==> src/rtl/cpu_types_pkg.sv <==
// Shared CPU types: ALU operation encoding, operand-loader FSM states and
// the switch op-code constants used to select an ALU operation.
package cpu_types_pkg;

  typedef enum logic [3:0] {
    ALU_SLL  = 4'h0,
    ALU_SRL  = 4'h1,
    ALU_ADD  = 4'h2,
    ALU_SUB  = 4'h3,
    ALU_AND  = 4'h4,
    ALU_OR   = 4'h5,
    ALU_XOR  = 4'h6,
    ALU_NOR  = 4'h7,
    ALU_SLT  = 4'h8,
    ALU_SLTU = 4'h9
  } aluop_t;

  typedef enum logic [2:0] {
    ST_A_LO = 3'd0,
    ST_A_HI = 3'd1,
    ST_B_LO = 3'd2,
    ST_B_HI = 3'd3,
    ST_OP   = 3'd4,
    ST_DONE = 3'd5
  } loader_state_t;

  // Codes entered on SW[3:0] while the loader waits for the operation.
  localparam logic [3:0] SW_OP_SLL  = 4'd0;
  localparam logic [3:0] SW_OP_SRL  = 4'd1;
  localparam logic [3:0] SW_OP_ADD  = 4'd2;
  localparam logic [3:0] SW_OP_SUB  = 4'd3;
  localparam logic [3:0] SW_OP_AND  = 4'd4;
  localparam logic [3:0] SW_OP_OR   = 4'd5;
  localparam logic [3:0] SW_OP_XOR  = 4'd6;
  localparam logic [3:0] SW_OP_NOR  = 4'd7;
  localparam logic [3:0] SW_OP_SLT  = 4'd10;
  localparam logic [3:0] SW_OP_SLTU = 4'd11;

  function automatic logic sw_op_supported(input logic [3:0] code);
    logic ok;
    ok = code inside {SW_OP_SLL, SW_OP_SRL, SW_OP_ADD, SW_OP_SUB,
                      SW_OP_AND, SW_OP_OR, SW_OP_XOR, SW_OP_NOR,
                      SW_OP_SLT, SW_OP_SLTU};
    return ok;
  endfunction

  function automatic aluop_t sw_to_aluop(input logic [3:0] code);
    aluop_t op;
    case (code)
      SW_OP_SRL:  op = ALU_SRL;
      SW_OP_ADD:  op = ALU_ADD;
      SW_OP_SUB:  op = ALU_SUB;
      SW_OP_AND:  op = ALU_AND;
      SW_OP_OR:   op = ALU_OR;
      SW_OP_XOR:  op = ALU_XOR;
      SW_OP_NOR:  op = ALU_NOR;
      SW_OP_SLT:  op = ALU_SLT;
      SW_OP_SLTU: op = ALU_SLTU;
      default:    op = ALU_SLL;
    endcase
    return op;
  endfunction

endpackage

==> src/rtl/ALU_if.sv <==
// Operand/operation bus between the operand loader (master) and the ALU (slave).
interface ALU_if;
  import cpu_types_pkg::*;

  logic [31:0] Port_A;
  logic [31:0] Port_B;
  aluop_t      ALUOP;

  modport master (output Port_A, output Port_B, output ALUOP);
  modport slave  (input  Port_A, input  Port_B, input  ALUOP);

endinterface

==> src/rtl/key_debounce.sv <==
// One push-button: 2-flop synchronizer, level debouncer and a one-cycle
// press pulse on each debounced high-to-low transition.
module key_debounce #(
  parameter int DEBOUNCE_CYCLES = 50000
) (
  input  logic clk,
  input  logic rst,
  input  logic key_n,
  output logic press
);

  // Counter only has to reach DEBOUNCE_CYCLES-1; DEBOUNCE_CYCLES is at least 2.
  localparam int CNT_W = (DEBOUNCE_CYCLES > 2) ? $clog2(DEBOUNCE_CYCLES) : 1;
  localparam logic [CNT_W-1:0] CNT_LAST = CNT_W'(DEBOUNCE_CYCLES - 1);

  logic [1:0]       sync_q, sync_d;
  logic             level_q, level_d;
  logic [CNT_W-1:0] cnt_q, cnt_d;
  logic             press_q, press_d;

  always_comb begin
    sync_d  = {sync_q[0], key_n};
    level_d = level_q;
    cnt_d   = '0;
    if (sync_q[1] != level_q) begin
      if (cnt_q == CNT_LAST) begin
        level_d = sync_q[1];
      end else begin
        cnt_d = cnt_q + CNT_W'(1);
      end
    end
    press_d = level_q & ~level_d;
  end

  always_ff @(posedge clk) begin
    if (rst) begin
      sync_q  <= 2'b11;
      level_q <= 1'b1;
      cnt_q   <= '0;
      press_q <= 1'b0;
    end else begin
      sync_q  <= sync_d;
      level_q <= level_d;
      cnt_q   <= cnt_d;
      press_q <= press_d;
    end
  end

  assign press = press_q;

endmodule

==> src/rtl/alu_operand_loader.sv <==
// Loads two 32-bit ALU operands and an operation from 16 switches, one
// half-word per debounced commit press; a clear press restarts the sequence.
module alu_operand_loader
  import cpu_types_pkg::*;
#(
  parameter int DEBOUNCE_CYCLES = 50000
) (
  input  logic        CLK,
  input  logic        RST,
  input  logic [3:0]  KEY,
  input  logic [15:0] SW,
  ALU_if.master       alu_bus,
  output logic        valid,
  output logic [2:0]  stage,
  output logic        op_err
);

  logic [3:0] press;
  logic       commit_press;
  logic       clear_press;
  logic       unused_press;

  for (genvar i = 0; i < 4; i++) begin : g_key
    key_debounce #(
      .DEBOUNCE_CYCLES(DEBOUNCE_CYCLES)
    ) u_key (
      .clk  (CLK),
      .rst  (RST),
      .key_n(KEY[i]),
      .press(press[i])
    );
  end

  assign commit_press = press[0];
  assign clear_press  = press[1];
  // KEY[3:2] are reserved buttons with no function yet.
  assign unused_press = ^press[3:2];

  loader_state_t state_q, state_d;
  logic [31:0]   port_a_q, port_a_d;
  logic [31:0]   port_b_q, port_b_d;
  aluop_t        aluop_q, aluop_d;
  logic          op_err_q, op_err_d;

  always_comb begin
    state_d  = state_q;
    port_a_d = port_a_q;
    port_b_d = port_b_q;
    aluop_d  = aluop_q;
    op_err_d = 1'b0;
    // Clear has priority so a simultaneous commit never captures anything.
    if (clear_press) begin
      state_d  = ST_A_LO;
      port_a_d = '0;
      port_b_d = '0;
      aluop_d  = ALU_SLL;
    end else begin
      case (state_q)
        ST_A_LO: if (commit_press) begin
          port_a_d[15:0] = SW;
          state_d        = ST_A_HI;
        end
        ST_A_HI: if (commit_press) begin
          port_a_d[31:16] = SW;
          state_d         = ST_B_LO;
        end
        ST_B_LO: if (commit_press) begin
          port_b_d[15:0] = SW;
          state_d        = ST_B_HI;
        end
        ST_B_HI: if (commit_press) begin
          port_b_d[31:16] = SW;
          state_d         = ST_OP;
        end
        ST_OP: if (commit_press) begin
          if (sw_op_supported(SW[3:0])) begin
            aluop_d = sw_to_aluop(SW[3:0]);
            state_d = ST_DONE;
          end else begin
            op_err_d = 1'b1;
          end
        end
        ST_DONE: if (commit_press) begin
          state_d = ST_A_LO;
        end
        default: state_d = ST_A_LO;
      endcase
    end
  end

  always_ff @(posedge CLK) begin
    if (RST) begin
      state_q  <= ST_A_LO;
      port_a_q <= '0;
      port_b_q <= '0;
      aluop_q  <= ALU_SLL;
      op_err_q <= 1'b0;
    end else begin
      state_q  <= state_d;
      port_a_q <= port_a_d;
      port_b_q <= port_b_d;
      aluop_q  <= aluop_d;
      op_err_q <= op_err_d;
    end
  end

  assign alu_bus.Port_A = port_a_q;
  assign alu_bus.Port_B = port_b_q;
  assign alu_bus.ALUOP  = aluop_q;
  assign valid          = (state_q == ST_DONE);
  assign stage          = state_q;
  assign op_err         = op_err_q;

endmodule

==> src/flat_wrapper.sv <==
// flat-port wrapper written by rule: the top's interface ports become plain ports
module alu_operand_loader_flat import cpu_types_pkg::*;
#(
  parameter int DEBOUNCE_CYCLES = 50000
)
  (CLK, RST, KEY, SW, valid, stage, op_err, alu_bus_Port_A, alu_bus_Port_B, alu_bus_ALUOP);
  ALU_if alu_bus_i ();
  input  logic CLK;
  input  logic RST;
  input  logic [3:0] KEY;
  input  logic [15:0] SW;
  output logic valid;
  output logic [2:0] stage;
  output logic op_err;
  output wire logic [$bits(alu_bus_i.Port_A)-1:0] alu_bus_Port_A;
  output wire logic [$bits(alu_bus_i.Port_B)-1:0] alu_bus_Port_B;
  output wire logic [$bits(alu_bus_i.ALUOP)-1:0] alu_bus_ALUOP;
  assign alu_bus_Port_A = alu_bus_i.Port_A;
  assign alu_bus_Port_B = alu_bus_i.Port_B;
  assign alu_bus_ALUOP = alu_bus_i.ALUOP;
  alu_operand_loader #(.DEBOUNCE_CYCLES(DEBOUNCE_CYCLES)) u_core (.CLK(CLK), .RST(RST), .KEY(KEY), .SW(SW), .alu_bus(alu_bus_i), .valid(valid), .stage(stage), .op_err(op_err));
endmodule
==> config.mk <==
export PLATFORM = sky130hd
export DESIGN_NAME = alu_operand_loader_flat
export DESIGN_NICKNAME = d
export VERILOG_FILES = /design/src/rtl/cpu_types_pkg.sv /design/src/rtl/ALU_if.sv /design/src/rtl/key_debounce.sv /design/src/rtl/alu_operand_loader.sv /design/src/flat_wrapper.sv
export SDC_FILE = /design/constraint.sdc
export NUM_CORES = 1
export LEC_CHECK = 0
export CORE_AREA = 2 2 90 100
export DETAILED_ROUTE_END_ITERATION = 12
export DIE_AREA = 0 0 92 102
export PLACE_DENSITY = 0.78
export SYNTH_ARGS = -nofsm -noshare
export SYNTH_HDL_FRONTEND = slang
export SYNTH_HIERARCHICAL = 1
export SYNTH_SLANG_ARGS = --single-unit
==> constraint.sdc <==
create_clock -name CLK -period 6.3 [get_ports CLK]
set_clock_uncertainty 0.2 [all_clocks]
set_input_delay 0.945 -clock CLK [delete_from_list [all_inputs] [get_ports CLK]]
set_output_delay 0.945 -clock CLK [all_outputs]
set_load 0.02 [all_outputs]
==> results.ini <==
[critical_path]
critical_path.max_fanout=14
r2r-end=u_core/alu_bus.Port_B[21]
worst-endpoint-required_ns=5.15
r2r.worst_path.cells=3
timing.reg2reg.setup_slack_ns=4.10
crit_type=reg2out
crit_path_end_kind=output pin
cp-start-kind=flip-flop
worst-endpoint-arrival_ns=2.10
regToRegStartpoint=u_core/stage[1]

[cells_and_area]
nFillCells=730
finish.cell_count_without_fillers=700
final_layout_size_suffix_gt1_frac=0.0594
antenna-diode-count=0
syn_to_final_growth_pct=23.8
nNetsFinal=609
utilization=0.654

[clock_network]
postCtsResizedCells=0
cts_setup_buffers=0
cts_buffers=9
cts_root_buffer=clkbuf_8
cts_tree=done
maximum_buffer_depth_of_the_clock_tree=2
cts_sinks=112
clock_insertion_delay_worst_skew_ns=0.38
cts-hold-fix-buffers=0
clk_pin_slew_worst_paths_ns=0.10
htree_levels=3

[placement]
place_congestion=0.797
hpwlAfterDp_um=6650
port-buffer-count=92
place_inst=685

[global_routing]
first_global_vias=3302
grt_max_degree=70
globalRoute.totalOverflow=0
number_of_antenna_violations_at_the_first_check_in_global_routing=0
global_route_wire_length_before_repair_um=15900
all_layer_gr_usage=0.210

[timing]
timing.final.max_slew_violations=0
max_slew_margin=0.385
worst_pin_slew_ns=0.919
fin_setup_tns_ns=0
post-route-period-util=0.515
final-setup-viol-count=0
final-hold-violation-count=0
grt_setup_unrepaired=false
final_critical_path_time_including_i_o_delays_and_setup_ns=3.24
timing.fmax_ghz=0.308

[run]
timing.max_cap.violations=0

[synth]
ys.warnings.count=6
yosys_register_bits=112
synthCells=510
avgSynthCellArea_um2=8.62
syn-num-nets=534
synth_top_area_frac=0.510
synth.cell_area_mm2=0.00440
yosys-top-cells-area=dfxtp_1 51%, nand2_1 12%, a21oi_1 7.6%
netlist.top_cell.by_area=dfxtp_1
ys_types=41
ys_seq_area_frac=0.510

[route]
drc=0
number_of_detailed_routing_iterations_run_before_antenna_repair=5
drt-vias-per-instance=5.19
dr_total_vias=3630
wl_per_cell_um=14.0
drt-total-wl_um=9830
ant_nets=0
detailedRoute.firstIterationViolations=146

[power_and_ir_drop]
intPower_w=0.000868
clockPowerShare=0.341
cellLeakagePower_nw=1.66
design_power_total_w=0.00113
netSwitchingFraction=0.231
cellPowerDensity_mw_per_mm2=207
power.ir.vdd_worst_mv=0.114
net-switching-power_w=0.000260
combinationalPowerShare=0.030
sequentialPowerShare=0.629

[floorplanning]
io_pins=95
die_w_um=92
fp.coreArea_mm2=0.00832
die_area_mm2=0.00938
die_height_um=102
initial_core_utilization=0.528
std_cell_rows=35

[min_path]
hp-start=u_core/g_key[1].u_key/sync_q[0]
whs_endpoint=u_core/g_key[1].u_key/sync_q[1]
hold_class=reg2reg
timing.hold.worst_path_depth=1

[outcome]
outcome=completed

-- cells by family (layout without fill, tap and decap cells) --
group,count (synthesis),after routing,share of synthesized area
simple gates,251,251,0.277
flops,112,112,0.510
compound gates,73,73,0.0874
buf+inv,37,116,0.0495
xor+xnor,32,32,0.0637
mux,3,3,0.00683
fa+ha+maj,2,2,0.00569
-- sequential cells by signal, indices dropped and copies added, names as in the netlist --
register and count:
u_core/stage 3, u_core/g_key.u_key/sync_q 4, u_core/g_key.u_key/press 2, u_core/alu_bus.Port_B 32, u_core/alu_bus.ALUOP 4, u_core/g_key.u_key/cnt_q 32
u_core/alu_bus.Port_A 32, u_core/g_key.u_key/level_q 2, u_core/op_err 1
-- worst max path at each step --
| stage | cells past startpoint | start | to |
|---|---|---|---|
| final | 3 | u_core/stage[0] | valid |
| after global routing | 3 | u_core/stage[0] | valid |
| after CTS | 3 | u_core/stage[0] | valid |
| after detailed placement | 4 | RST | u_core/alu_bus.Port_B[21] |
| after global placement | 4 | RST | u_core/op_err |
| after floorplan | 3 | u_core/stage[0] | valid |
-- power groups by stage --
stage / logic [W] / clock network [W] / registers, W
floorplan: 0.0000138 / 0 / 0.000726
global placement: 0.0000336 / 0 / 0.000726
detailed placement: 0.0000338 / 0 / 0.000726
CTS: 0.0000339 / 0.000392 / 0.000710
global route: 0.0000369 / 0.000429 / 0.000711
finish: 0.0000341 / 0.000384 / 0.000710
-- through the flow --
stage / hold slack, ns / instance area (um^2) / worst slack (ns)
finish: 0.214 / 5450 / 3.06
global route: 0.234 / 5450 / 2.94
CTS: 0.221 / 5450 / 3.08
global placement: 0.192 / 5280 / 3.47
floorplan: 0.189 / 4400 / 3.91
detailed placement: 0.199 / 5280 / 3.42
-- worst max-delay path: stages (launching register included) --
cell             delay (ns)
dfxtp_1                0.63
inv_1                  0.11
nor3b_1                0.32
clkdlybuf4s50_1        0.67
-- layer usage --
| layer | up-vias | wire, um | GRT usage |
|---|---|---|---|
| met5 | - | 0 | 0 |
| met3 | 10 | 530 | 0.0420 |
| met2 | 108 | 4780 | 0.359 |
| li1 | 1835 | - | - |
| met1 | 1677 | 4410 | 0.275 |
| met4 | 0 | 108 | 0.0597 |
-- synth_stat cells (all sizes together) --
| library cell | n |
|---|---|
| a211oi | 1 |
| a21oi | 68 |
| a31o | 1 |
| and2 | 1 |
| and3 | 2 |
| and4b | 1 |
| and4bb | 3 |
| buf | 19 |
| clkbuf | 10 |
| dfxtp | 112 |
| ha | 2 |
| inv | 8 |
| mux2i | 3 |
| nand2 | 139 |
| nand2b | 3 |
| nand3 | 12 |
| nand3b | 1 |
| nand4 | 6 |
| nand4b | 3 |
| nand4bb | 3 |
| nor2 | 43 |
| nor2b | 1 |
| nor3 | 9 |
| nor3b | 1 |
| nor4 | 8 |
| nor4b | 3 |
| o21ai | 1 |
| o221a | 1 |
| o31ai | 1 |
| or2 | 5 |
| or4 | 2 |
| or4b | 5 |
| xnor2 | 29 |
| xor2 | 3 |
-- cell type report --
cell class	instances	area (um^2)	share of cell area
Clock buffer	9	124	0.0227
Clock inverter	6	45.0	0.00827
Inverter	8	30.0	0.00551
Multi-Input combinational cell	361	1940	0.356
Sequential cell	112	2240	0.412
Tap cell	111	139	0.0255
Timing Repair Buffer	93	928	0.170
-- cell usage in the layout (no fill, tap or decap), types with 2 or more instances in the layout --
master             n
xor2_1             3
inv_1              8
or4_4              2
or2_2              5
nor4_1             8
clkbuf_8           9
nor4b_2            2
a21oi_1           67
and4bb_2           3
or4b_1             5
nand4_1            6
and3_1             2
nand4bb_1          3
ha_1               2
dfxtp_1          112
clkinvlp_4         2
nor3_1             9
nand4b_1           3
mux2i_1            3
nand2_1          136
nand3_1           12
nor2_1            43
nand2b_1           3
xnor2_1           29
nand2_4            2
clkinv_2           2
clkdlybuf4s50_1   92
(Power assumes the default switching activity.)
==> RTL change (same settings) <==
Remove the register `op_err_q`: a continuous assignment takes its place, so the output `op_err` follows one clock earlier.
--- a/src/rtl/alu_operand_loader.sv
+++ b/src/rtl/alu_operand_loader.sv
@@ -96,3 +96,2 @@
       aluop_q  <= ALU_SLL;
-      op_err_q <= 1'b0;
     end else begin
@@ -102,5 +101,6 @@
       aluop_q  <= aluop_d;
-      op_err_q <= op_err_d;
     end
   end
+
+  assign op_err_q = op_err_d;
 
Formal check against the unedited RTL: no difference found for any inputs over 10 cycles, from zero or initial values and one cycle with RST high; that may be too few to reach the edited logic, so the function may still have changed.
==> RTL change against the original RTL <==
Cell area increased by 0.69%; power increased by 7.1%; worst setup slack got worse by 0.73 ns; sequential cell count decreased by 1; synthesized area decreased by 1.1%; wire length increased by 3.7%; sequential power decreased by 0.8%; synthesized cell count decreased by 0.39%.
==> RTL change: results (changes against the original RTL) <==
Synthesis
  • Yosys warnings: 6 (unchanged)
  • Most frequent cells after synthesis: nand2_1 (138), dfxtp_1 (111), a21oi_1 (67) (was nand2_1 (136), dfxtp_1 (112), a21oi_1 (67))
  • Register area share after synthesis: 0.511 (was 0.510)
  • Synth async-reset ratio: 0 (unchanged)
  • Largest cells by area after synthesis: dfxtp_1 (51%), nand2_1 (12%), a21oi_1 (7.7%) (was dfxtp_1 (51%), nand2_1 (12%), a21oi_1 (7.6%))
  • Synth Net Count: 532 (was 534)
  • Netlist cell types: 42 (was 41)

Clock network
  • Clk buf depth: 2 (unchanged)
  • H-tree levels: 3 (unchanged)
  • Post-CTS Setup Inserts: 0 (unchanged)
  • PostCTS Resize Cnt: 0 (unchanged)
  • Clock transition at path regs: 0.09 ns
  • Root Driver: clkbuf_8 (unchanged)
  • Worst skew pair latency: 0.36 ns (was 0.38 ns)
  • CTS Buf Count: 9 (unchanged)

Place
  • GPL Wtd Cong: 0.835 (was 0.797)
  • Post-DP HPWL: 7.06 mm (was 6.65 mm)
  • Port Buf Inserts: 92 (unchanged)
  • Placed cell areas: 5250 um2 (was 5280 um2)

Global route
  • Met2 usage: 0.405 (was 0.359)
  • Initial antenna violation count: 0 (unchanged)
  • Largest net degree at the start of global routing: 69 (was 70)
  • Met1 GRT Util: 0.282 (was 0.275)
  • First-pass GRT wire length: 17.0 mm (was 15.9 mm)
  • Vias in the first global route: 3543 (was 3302)
  • Met3 Use GR: 0.0310 (was 0.0420)
  • GRT Util Overall: 0.226 (was 0.210)

Worst setup path
  • Crit path DAT: 2.82 ns (was 2.10 ns)
  • Critical Path Fanout Max: 8 (was 14)

Finish
  • Final instance area: 5480 um2 (was 5450 um2)
  • Share of layout cells above drive strength 1: 0.0595 (was 0.0594)
  • Fillers: 686 (was 730)
  • Nets: 607 (was 609)
  • Diode count: 0 (unchanged)

Run status
  • Outcome: finished clean (unchanged)

Power and ir drop
  • Pint: 0.947 mW (was 0.868 mW)
  • Total combinational power: 0.0349 mW (was 0.0341 mW)
  • Flop pwr share: 0.582 (was 0.629)
  • P per Cell Area: 221 nW/um2 (was 207 nW/um2)
  • Leakage: 1.68 nW (was 1.66 nW)
  • Max VDD drop: 0.114 mV (about the same)

Timing
  • Slew HR: 0.404 (was 0.385)

Routing
  • Routed vias/inst: 5.22 (was 5.19)
  • Top sig layer: met4 (unchanged)
  • Initial DRC count: 180 (was 146)
  • WL met1: 4.49 mm (was 4.41 mm)
  • Initial DRT Pass Iterations: 4 (was 5)
  • Met3 routed WL: 455 um (was 530 um)
  • Post-DR wirelength/cell: 14.6 um (was 14.0 um)
  • DRC violations left: 0 (unchanged)
  • Metal2 WL: 5.12 mm (was 4.78 mm)

Worst hold path
  • HP Class: flip-flop to flip-flop (unchanged)
## RTL change: cell types whose count changed after synthesis, sizes merged, moves of 2 or more
cell    unedited run  this run
and4bb             3         1
nand3             12        10
clkbuf            10        14
buf               19        16
## RTL change: critical path, stage by stage
cell and delay (ns):
clkdlybuf4s50_1 0.69, nand2b_1 0.27, nand2_1 0.08, nor3_1 0.19, clkdlybuf4s50_1 0.64
## RTL change: area by class of cell
class                      count  share of cell area
inverter                       7             0.00479
clock buffer                   9              0.0226
sequential                   111               0.405
timing repair buffer          94               0.171
multi-input combinational    360               0.352
tap                          111              0.0253
clock inverter                 7              0.0192
## RTL change: logic make-up (layout without fill, tap and decap cells)
kind of cell    count (synthesis)  after routing  share of synthesized area
compound gates                 73             73                     0.0881
mux                             3              3                    0.00691
flops                         111            111                      0.511
buf+inv                        37            117                     0.0463
xor+xnor                       32             32                     0.0645
simple gates                  250            250                      0.277
fa+ha+maj                       2              2                    0.00575
## RTL change: path summary, 6_finish.rpt
path	start	endpoint	slack (ns)	cells past startpoint
setup / recovery	SW[2]	op_err	2.33	5
hold / removal	u_core/g_key[1].u_key/sync_q[0]	u_core/g_key[1].u_key/sync_q[1]	0.22	1
setup reg to reg	u_core/g_key[0].u_key/cnt_q[0]	u_core/g_key[0].u_key/cnt_q[6]	4.18	5
hold reg to reg	u_core/g_key[1].u_key/sync_q[0]	u_core/g_key[1].u_key/sync_q[1]	0.22	1
## RTL change: stage by stage
| stage | setup WS (ns) | hold slack (ns) | instances |
|---|---|---|---|
| finish | 2.33 | 0.219 | 699 |
| global route | 2.21 | 0.240 | 699 |
| CTS | 2.33 | 0.219 | 699 |
| detailed placement | 2.35 | 0.195 | 683 |
| global placement | 2.34 | 0.192 | 683 |
| floorplan | 3.39 | 0.189 | 508 |
